**config.mk**
```make
export PLATFORM = sky130hd
export DESIGN_NAME = tmds_timing_sequencer_flat
export DESIGN_NICKNAME = d
export VERILOG_FILES = /design/src/rtl/tmds_timing_sequencer_if.sv /design/src/rtl/tmds_timing_sequencer.sv /design/src/flat_wrapper.sv
export SDC_FILE = /design/constraint.sdc
export NUM_CORES = 1
export LEC_CHECK = 0
export ABC_AREA = 1
export CORE_UTILIZATION = 56
export DETAILED_ROUTE_END_ITERATION = 16
export PLACE_DENSITY = 0.77
export SLEW_MARGIN = 15
export SYNTH_ARGS = -nofsm -noshare
export SYNTH_HDL_FRONTEND = slang
export SYNTH_SLANG_ARGS = --single-unit
```
**constraint.sdc**
```tcl
create_clock -name PixClk -period 2.4 [get_ports PixClk]
set_input_delay 0.48 -clock PixClk [delete_from_list [all_inputs] [get_ports PixClk]]
set_output_delay 0.48 -clock PixClk [all_outputs]
set_load 0.02 [all_outputs]
```
**src/rtl/tmds_timing_sequencer_if.sv**
```systemverilog
// Raster timing bundle between the sequencer and the TMDS encoder / frame-buffer fetch side.
// The sequencer drives everything except Enable, which comes from the control side.
interface tmds_timing_sequencer_if;
  logic        Enable;
  logic        DE;
  logic        HSync;
  logic        VSync;
  logic        PixReq;
  logic [11:0] X;
  logic [10:0] Y;
  logic        LineStart;
  logic        FrameStart;

  modport master (
    input  Enable,
    output DE, HSync, VSync, PixReq, X, Y, LineStart, FrameStart
  );

  modport slave (
    output Enable,
    input  DE, HSync, VSync, PixReq, X, Y, LineStart, FrameStart
  );
endinterface

```
**src/rtl/tmds_timing_sequencer.sv**
```systemverilog
// Raster timing controller: H/V counters with frame-aligned start/stop, registered DE/sync/X/Y
// decoded from the counter values of the same cycle, and a one-cycle-early pixel request.
module tmds_timing_sequencer #(
  parameter int H_ACTIVE = 640,
  parameter int H_FP     = 16,
  parameter int H_SYNC   = 96,
  parameter int H_BP     = 48,
  parameter int V_ACTIVE = 480,
  parameter int V_FP     = 10,
  parameter int V_SYNC   = 2,
  parameter int V_BP     = 33,
  parameter bit SYNC_POL = 1'b0
) (
  input  logic                          PixClk,
  input  logic                          Reset,
  tmds_timing_sequencer_if.master       vid
);

  localparam int H_TOTAL = H_ACTIVE + H_FP + H_SYNC + H_BP;
  localparam int V_TOTAL = V_ACTIVE + V_FP + V_SYNC + V_BP;
  localparam int HS_BEG  = H_ACTIVE + H_FP;
  localparam int HS_END  = H_ACTIVE + H_FP + H_SYNC;
  localparam int VS_BEG  = V_ACTIVE + V_FP;
  localparam int VS_END  = V_ACTIVE + V_FP + V_SYNC;
  localparam logic [11:0] H_LAST = 12'(H_TOTAL - 1);
  localparam logic [10:0] V_LAST = 11'(V_TOTAL - 1);

  if ((H_TOTAL > 4096) || (V_TOTAL > 2048) || (H_ACTIVE < 1) || (V_ACTIVE < 1)) begin : g_bad_totals
    $error("tmds_timing_sequencer: raster totals do not fit the 12/11-bit counters");
  end

  typedef enum logic {IDLE, RUN} state_t;

  state_t      state_reg, state_next;
  logic [11:0] h_cnt_reg, h_next, h_after;
  logic [10:0] v_cnt_reg, v_next, v_after;

  logic        de_reg, hsync_reg, vsync_reg, pix_la_reg;
  logic        line_start_reg, frame_start_reg;
  logic [11:0] x_reg;
  logic [10:0] y_reg;

  logic        n_de, n_hs_act, n_vs_act, a_de, frame_end;

  // Next-cycle counter position, then the position one cycle beyond it for the PixReq lookahead.
  always_comb begin
    state_next = state_reg;
    h_next     = h_cnt_reg;
    v_next     = v_cnt_reg;
    if (state_reg == IDLE) begin
      h_next     = '0;
      v_next     = '0;
      state_next = vid.Enable ? RUN : IDLE;
    end else if (h_cnt_reg == H_LAST) begin
      h_next = '0;
      if (v_cnt_reg == V_LAST) begin
        v_next     = '0;
        state_next = vid.Enable ? RUN : IDLE;
      end else begin
        v_next = v_cnt_reg + 11'd1;
      end
    end else begin
      h_next = h_cnt_reg + 12'd1;
    end

    h_after = (h_next == H_LAST) ? '0 : h_next + 12'd1;
    v_after = v_next;
    if (h_next == H_LAST) begin
      v_after = (v_next == V_LAST) ? '0 : v_next + 11'd1;
    end
  end

  assign n_de     = (int'(h_next) < H_ACTIVE) && (int'(v_next) < V_ACTIVE);
  assign n_hs_act = (int'(h_next) >= HS_BEG) && (int'(h_next) < HS_END);
  assign n_vs_act = (int'(v_next) >= VS_BEG) && (int'(v_next) < VS_END);
  assign a_de     = (int'(h_after) < H_ACTIVE) && (int'(v_after) < V_ACTIVE);

  always_ff @(posedge PixClk) begin
    if (Reset) begin
      state_reg       <= IDLE;
      h_cnt_reg       <= '0;
      v_cnt_reg       <= '0;
      de_reg          <= 1'b0;
      x_reg           <= '0;
      y_reg           <= '0;
      hsync_reg       <= ~SYNC_POL;
      vsync_reg       <= ~SYNC_POL;
      line_start_reg  <= 1'b0;
      frame_start_reg <= 1'b0;
      pix_la_reg      <= 1'b0;
    end else begin
      state_reg <= state_next;
      h_cnt_reg <= h_next;
      v_cnt_reg <= v_next;
      if (state_next == RUN) begin
        de_reg          <= n_de;
        x_reg           <= n_de ? h_next : '0;
        y_reg           <= n_de ? v_next : '0;
        hsync_reg       <= n_hs_act ? SYNC_POL : ~SYNC_POL;
        vsync_reg       <= n_vs_act ? SYNC_POL : ~SYNC_POL;
        line_start_reg  <= (h_next == '0);
        frame_start_reg <= (h_next == '0) && (v_next == '0);
        pix_la_reg      <= a_de;
      end else begin
        de_reg          <= 1'b0;
        x_reg           <= '0;
        y_reg           <= '0;
        hsync_reg       <= ~SYNC_POL;
        vsync_reg       <= ~SYNC_POL;
        line_start_reg  <= 1'b0;
        frame_start_reg <= 1'b0;
        pix_la_reg      <= 1'b0;
      end
    end
  end

  // Whether the next cycle is pixel (0,0) depends on Enable in this very cycle, both in IDLE and
  // at the last cycle of a frame, so PixReq follows Enable there instead of the registered lookahead.
  assign frame_end = (state_reg == RUN) && (h_cnt_reg == H_LAST) && (v_cnt_reg == V_LAST);

  assign vid.PixReq     = ~Reset & (((state_reg == IDLE) || frame_end) ? vid.Enable : pix_la_reg);
  assign vid.DE         = de_reg;
  assign vid.X          = x_reg;
  assign vid.Y          = y_reg;
  assign vid.HSync      = hsync_reg;
  assign vid.VSync      = vsync_reg;
  assign vid.LineStart  = line_start_reg;
  assign vid.FrameStart = frame_start_reg;

endmodule
```
**src/flat_wrapper.sv**
```systemverilog
// flat-port wrapper written by rule: the top's interface ports become plain ports
module tmds_timing_sequencer_flat 
#(
  parameter int H_ACTIVE = 640,
  parameter int H_FP     = 16,
  parameter int H_SYNC   = 96,
  parameter int H_BP     = 48,
  parameter int V_ACTIVE = 480,
  parameter int V_FP     = 10,
  parameter int V_SYNC   = 2,
  parameter int V_BP     = 33,
  parameter bit SYNC_POL = 1'b0
)
  (PixClk, Reset, vid_Enable, vid_DE, vid_HSync, vid_VSync, vid_PixReq, vid_X, vid_Y, vid_LineStart, vid_FrameStart);
  tmds_timing_sequencer_if vid_i ();
  input  logic PixClk;
  input  logic Reset;
  input wire logic [$bits(vid_i.Enable)-1:0] vid_Enable;
  output wire logic [$bits(vid_i.DE)-1:0] vid_DE;
  output wire logic [$bits(vid_i.HSync)-1:0] vid_HSync;
  output wire logic [$bits(vid_i.VSync)-1:0] vid_VSync;
  output wire logic [$bits(vid_i.PixReq)-1:0] vid_PixReq;
  output wire logic [$bits(vid_i.X)-1:0] vid_X;
  output wire logic [$bits(vid_i.Y)-1:0] vid_Y;
  output wire logic [$bits(vid_i.LineStart)-1:0] vid_LineStart;
  output wire logic [$bits(vid_i.FrameStart)-1:0] vid_FrameStart;
  assign vid_i.Enable = vid_Enable;
  assign vid_DE = vid_i.DE;
  assign vid_HSync = vid_i.HSync;
  assign vid_VSync = vid_i.VSync;
  assign vid_PixReq = vid_i.PixReq;
  assign vid_X = vid_i.X;
  assign vid_Y = vid_i.Y;
  assign vid_LineStart = vid_i.LineStart;
  assign vid_FrameStart = vid_i.FrameStart;
  tmds_timing_sequencer #(.H_ACTIVE(H_ACTIVE), .H_FP(H_FP), .H_SYNC(H_SYNC), .H_BP(H_BP), .V_ACTIVE(V_ACTIVE), .V_FP(V_FP), .V_SYNC(V_SYNC), .V_BP(V_BP), .SYNC_POL(SYNC_POL)) u_core (.PixClk(PixClk), .Reset(Reset), .vid(vid_i));
endmodule
```
==> results.yml <==
synthesis:
  yosys_warnings: 0
  synth_top_flop_cell: "dfxtp_1"
  synth_cell_types: 36
  synthArstFlopShare_pct: 0
  synth_edf_count: 0
  syn_avg_cell_area_sq_um: 7.08
  ys_top_cells_by_area: "dfxtp_1, nand2_1, nor2_1"
  seq_area_frac_synth_pct: 38.4
  synth_top_area_share_pct: 38.4
  syn_area_sq_um: 2760
  synth.largest_area_cell: "dfxtp_1"
  ys_ff_latch: 53
  synth_cells: 390
finish:
  final_common_cell: "nand2_1"
  finalNetCount: 446
  fin_cells: 507
  drive_above_1_share_pct: 19.3
  mostFrequentLayoutCells: "nand2_1, nor2_1, inv_1, dfxtp_1, clkdlybuf4s50_1"
  diodes: 0
  area_growth_syn_to_layout_pct: 21.1
detailed_routing:
  wl_per_cell_um: 12.8
  drt-pass1-iter-count: 5
  drt_iter0_markers: 241
  via_per_inst: 5.07
  drt-total-wl_um: 6490
  drc: 0
  postRouteAntennaNets: 0
  vias: 2568
timing:
  rsz0062_at_grt: "no"
  timing.final.crit_period_ns: 2.26
  max_freq_mhz: 442
  fin_setup_tns_ns: 0
  finClkSkew_ns: 0.0102
  setup_viol: 0
  period_share_pct: 94.2
  hold_viol_final: 0
  slew_violations: 0
power:
  leakage_nw: 1.47
  pwr_density_cell_nw_per_um2: 458
  peakVddDrop_uv: 391
setup_path:
  critPathRequiredTime_ns: 1.92
  cpMaxStageDelayCell: "dfxtp_1"
  worstPathMaxFanout: 3
  r2r_start: "u_core.v_cnt_reg[1]$_SDFF_PP0_"
  crit_path_start: "u_core.v_cnt_reg[0]$_SDFF_PP0_"
  end_kind: "output port"
  r2r_slack_ns: 0.26
  start_kind: "register"
  cp_cell_sequence: "inv_1 > ha_1 > nand3_1 > nor2_1 > nand2_1 > o21ai_4 > inv_1 > o21ai_2 > nor2_1 > buf_2"
  max_stage_delay_ns: 0.32
  critical_path_arrival_ns: 1.78
  path_class: "reg2out"
clocking:
  cts_made_buffers: 5
  path_clk_slew_ns: 0.10
  cts_tree: "yes"
  clockBufferDepth: 2
  cts_root_buf: "clkbuf_8"
  clk_latency_ns: 0.31
  cts_hold_buf: 0
  clock_sinks: 53
  htreeDepth: 2
placement:
  placed_cells: 499
  routabilityCongestion: 0.927
  io_buffers: 31
  dp_hpwl_um: 4960
min_path:
  hp-class: "reg2reg"
  worstHoldStart: "u_core.h_cnt_reg[0]$_SDFF_PP0_"
floorplan:
  core_sq_um: 4720
  die_x_um: 72.2
  die-area_sq_um: 5220
  start_util_pct: 58.5
  pin_count: 32
  die_h_um: 72.2
  num_rows: 25
grt:
  grt_max_degree: 25
  grtUsageMet1_pct: 38.2
  grt_pass1_wl_um: 10600
  met3_usage_pct: 4.17
  globalRoute.totalOverflow: 0
  grt_usage_pct: 26.3
  grt_use_met2_pct: 40.2
  grt_pass1_vias: 2253
  antenna_found_initial: 0
  grt_busiest_layer: "met2"
run_status:
  status: "finished clean"
run:
  cap_viol_max_count: 0
-- stage by stage --
stage               util (%)  worst slack [ns]  hold slack (ns)  area, sq um  power [mW]
floorplan                  -             0.438            0.564         2770       0.982
global placement        68.6             0.110            0.665         3240        1.03
global route            70.8            0.0163            0.734         3340        1.57
detailed placement      68.6            0.0513            0.669         3240        1.03
CTS                     70.6           0.00944            0.686         3330        1.53
finish                  70.8             0.139            0.688         3340        1.53
-- synth_stat cells, types with 2 or more instances --
library cell and number:
nand2_1 83, nor2_1 63, inv_1 55, dfxtp_1 53
nand3_1 27, nor2_2 24, nand4_1 16, nand3_2 8
nand2_2 7, nor3_1 6, o21ai_0 5, inv_2 4
xor2_1 4, buf_6 3, clkbuf_1 3, ha_1 3
nor2_4 3, a21oi_1 2, a21oi_2 2, nand2_4 2
o21ai_2 2
-- cells by family (layout without fill, tap and decap cells) --
kind of cell / after synthesis / in the layout / share of synthesized area (%)
AO/OA/AOI/OAI: 13 / 13 / 3.04
adder cells (fa/ha/maj): 3 / 3 / 1.36
XOR/XNOR: 5 / 5 / 1.59
buffers and inverters: 67 / 114 / 10.1
flip-flops: 53 / 53 / 38.4
AND/OR/NAND/NOR: 248 / 248 / 45.4
other: 1 / 4 / 0.136
-- area by class of cell --
cell class	instances	area [sq um]
sequential	53	1060
multi-input combinational	273	1440
clock buffer	6	82.6
clock inverter	1	7.51
inverter	60	226
tap	67	83.8
timing repair buffer	47	438
fill	393	1380
-- report_power, final --
part / switching, mW / internal (mW)
clock: 0.296 / 0.229
combinational: 0.0670 / 0.0437
sequential: 0.00546 / 0.891
-- layer usage --
metal  share of wire (%)  vias to the layer above
met3                 7.0                       10
met2                  43                      100
met1                  48                     1146
met5                   0                        -
met4                 1.4                        0
li1                    -                     1312
-- final timing paths --
check | depth (start not counted) | end
setup / recovery | 10 | vid_PixReq
hold / removal | 4 | u_core.h_cnt_reg[0]$_SDFF_PP0_
setup reg to reg | 14 | u_core.vid.X[2]$_SDFF_PP0_
hold reg to reg | 4 | u_core.h_cnt_reg[0]$_SDFF_PP0_
-- worst max-delay path, delay by kind of cell (launching register included) --
family | cells | cell delay [ns]
and+or+nand+nor | 4 | 0.35
DFF | 1 | 0.32
AOI/OAI and AO/OA | 2 | 0.34
adders and majority gates | 1 | 0.16
buffers and inverters | 3 | 0.30
-- what timing repair did --
action	in CTS	in global routing
endpoints found under the setup margin	1	1
resized for setup	5	2
hold endpoints to repair	0	0
pin swaps	1	1
setup buffers	0	1
(Power assumes the default switching activity.)
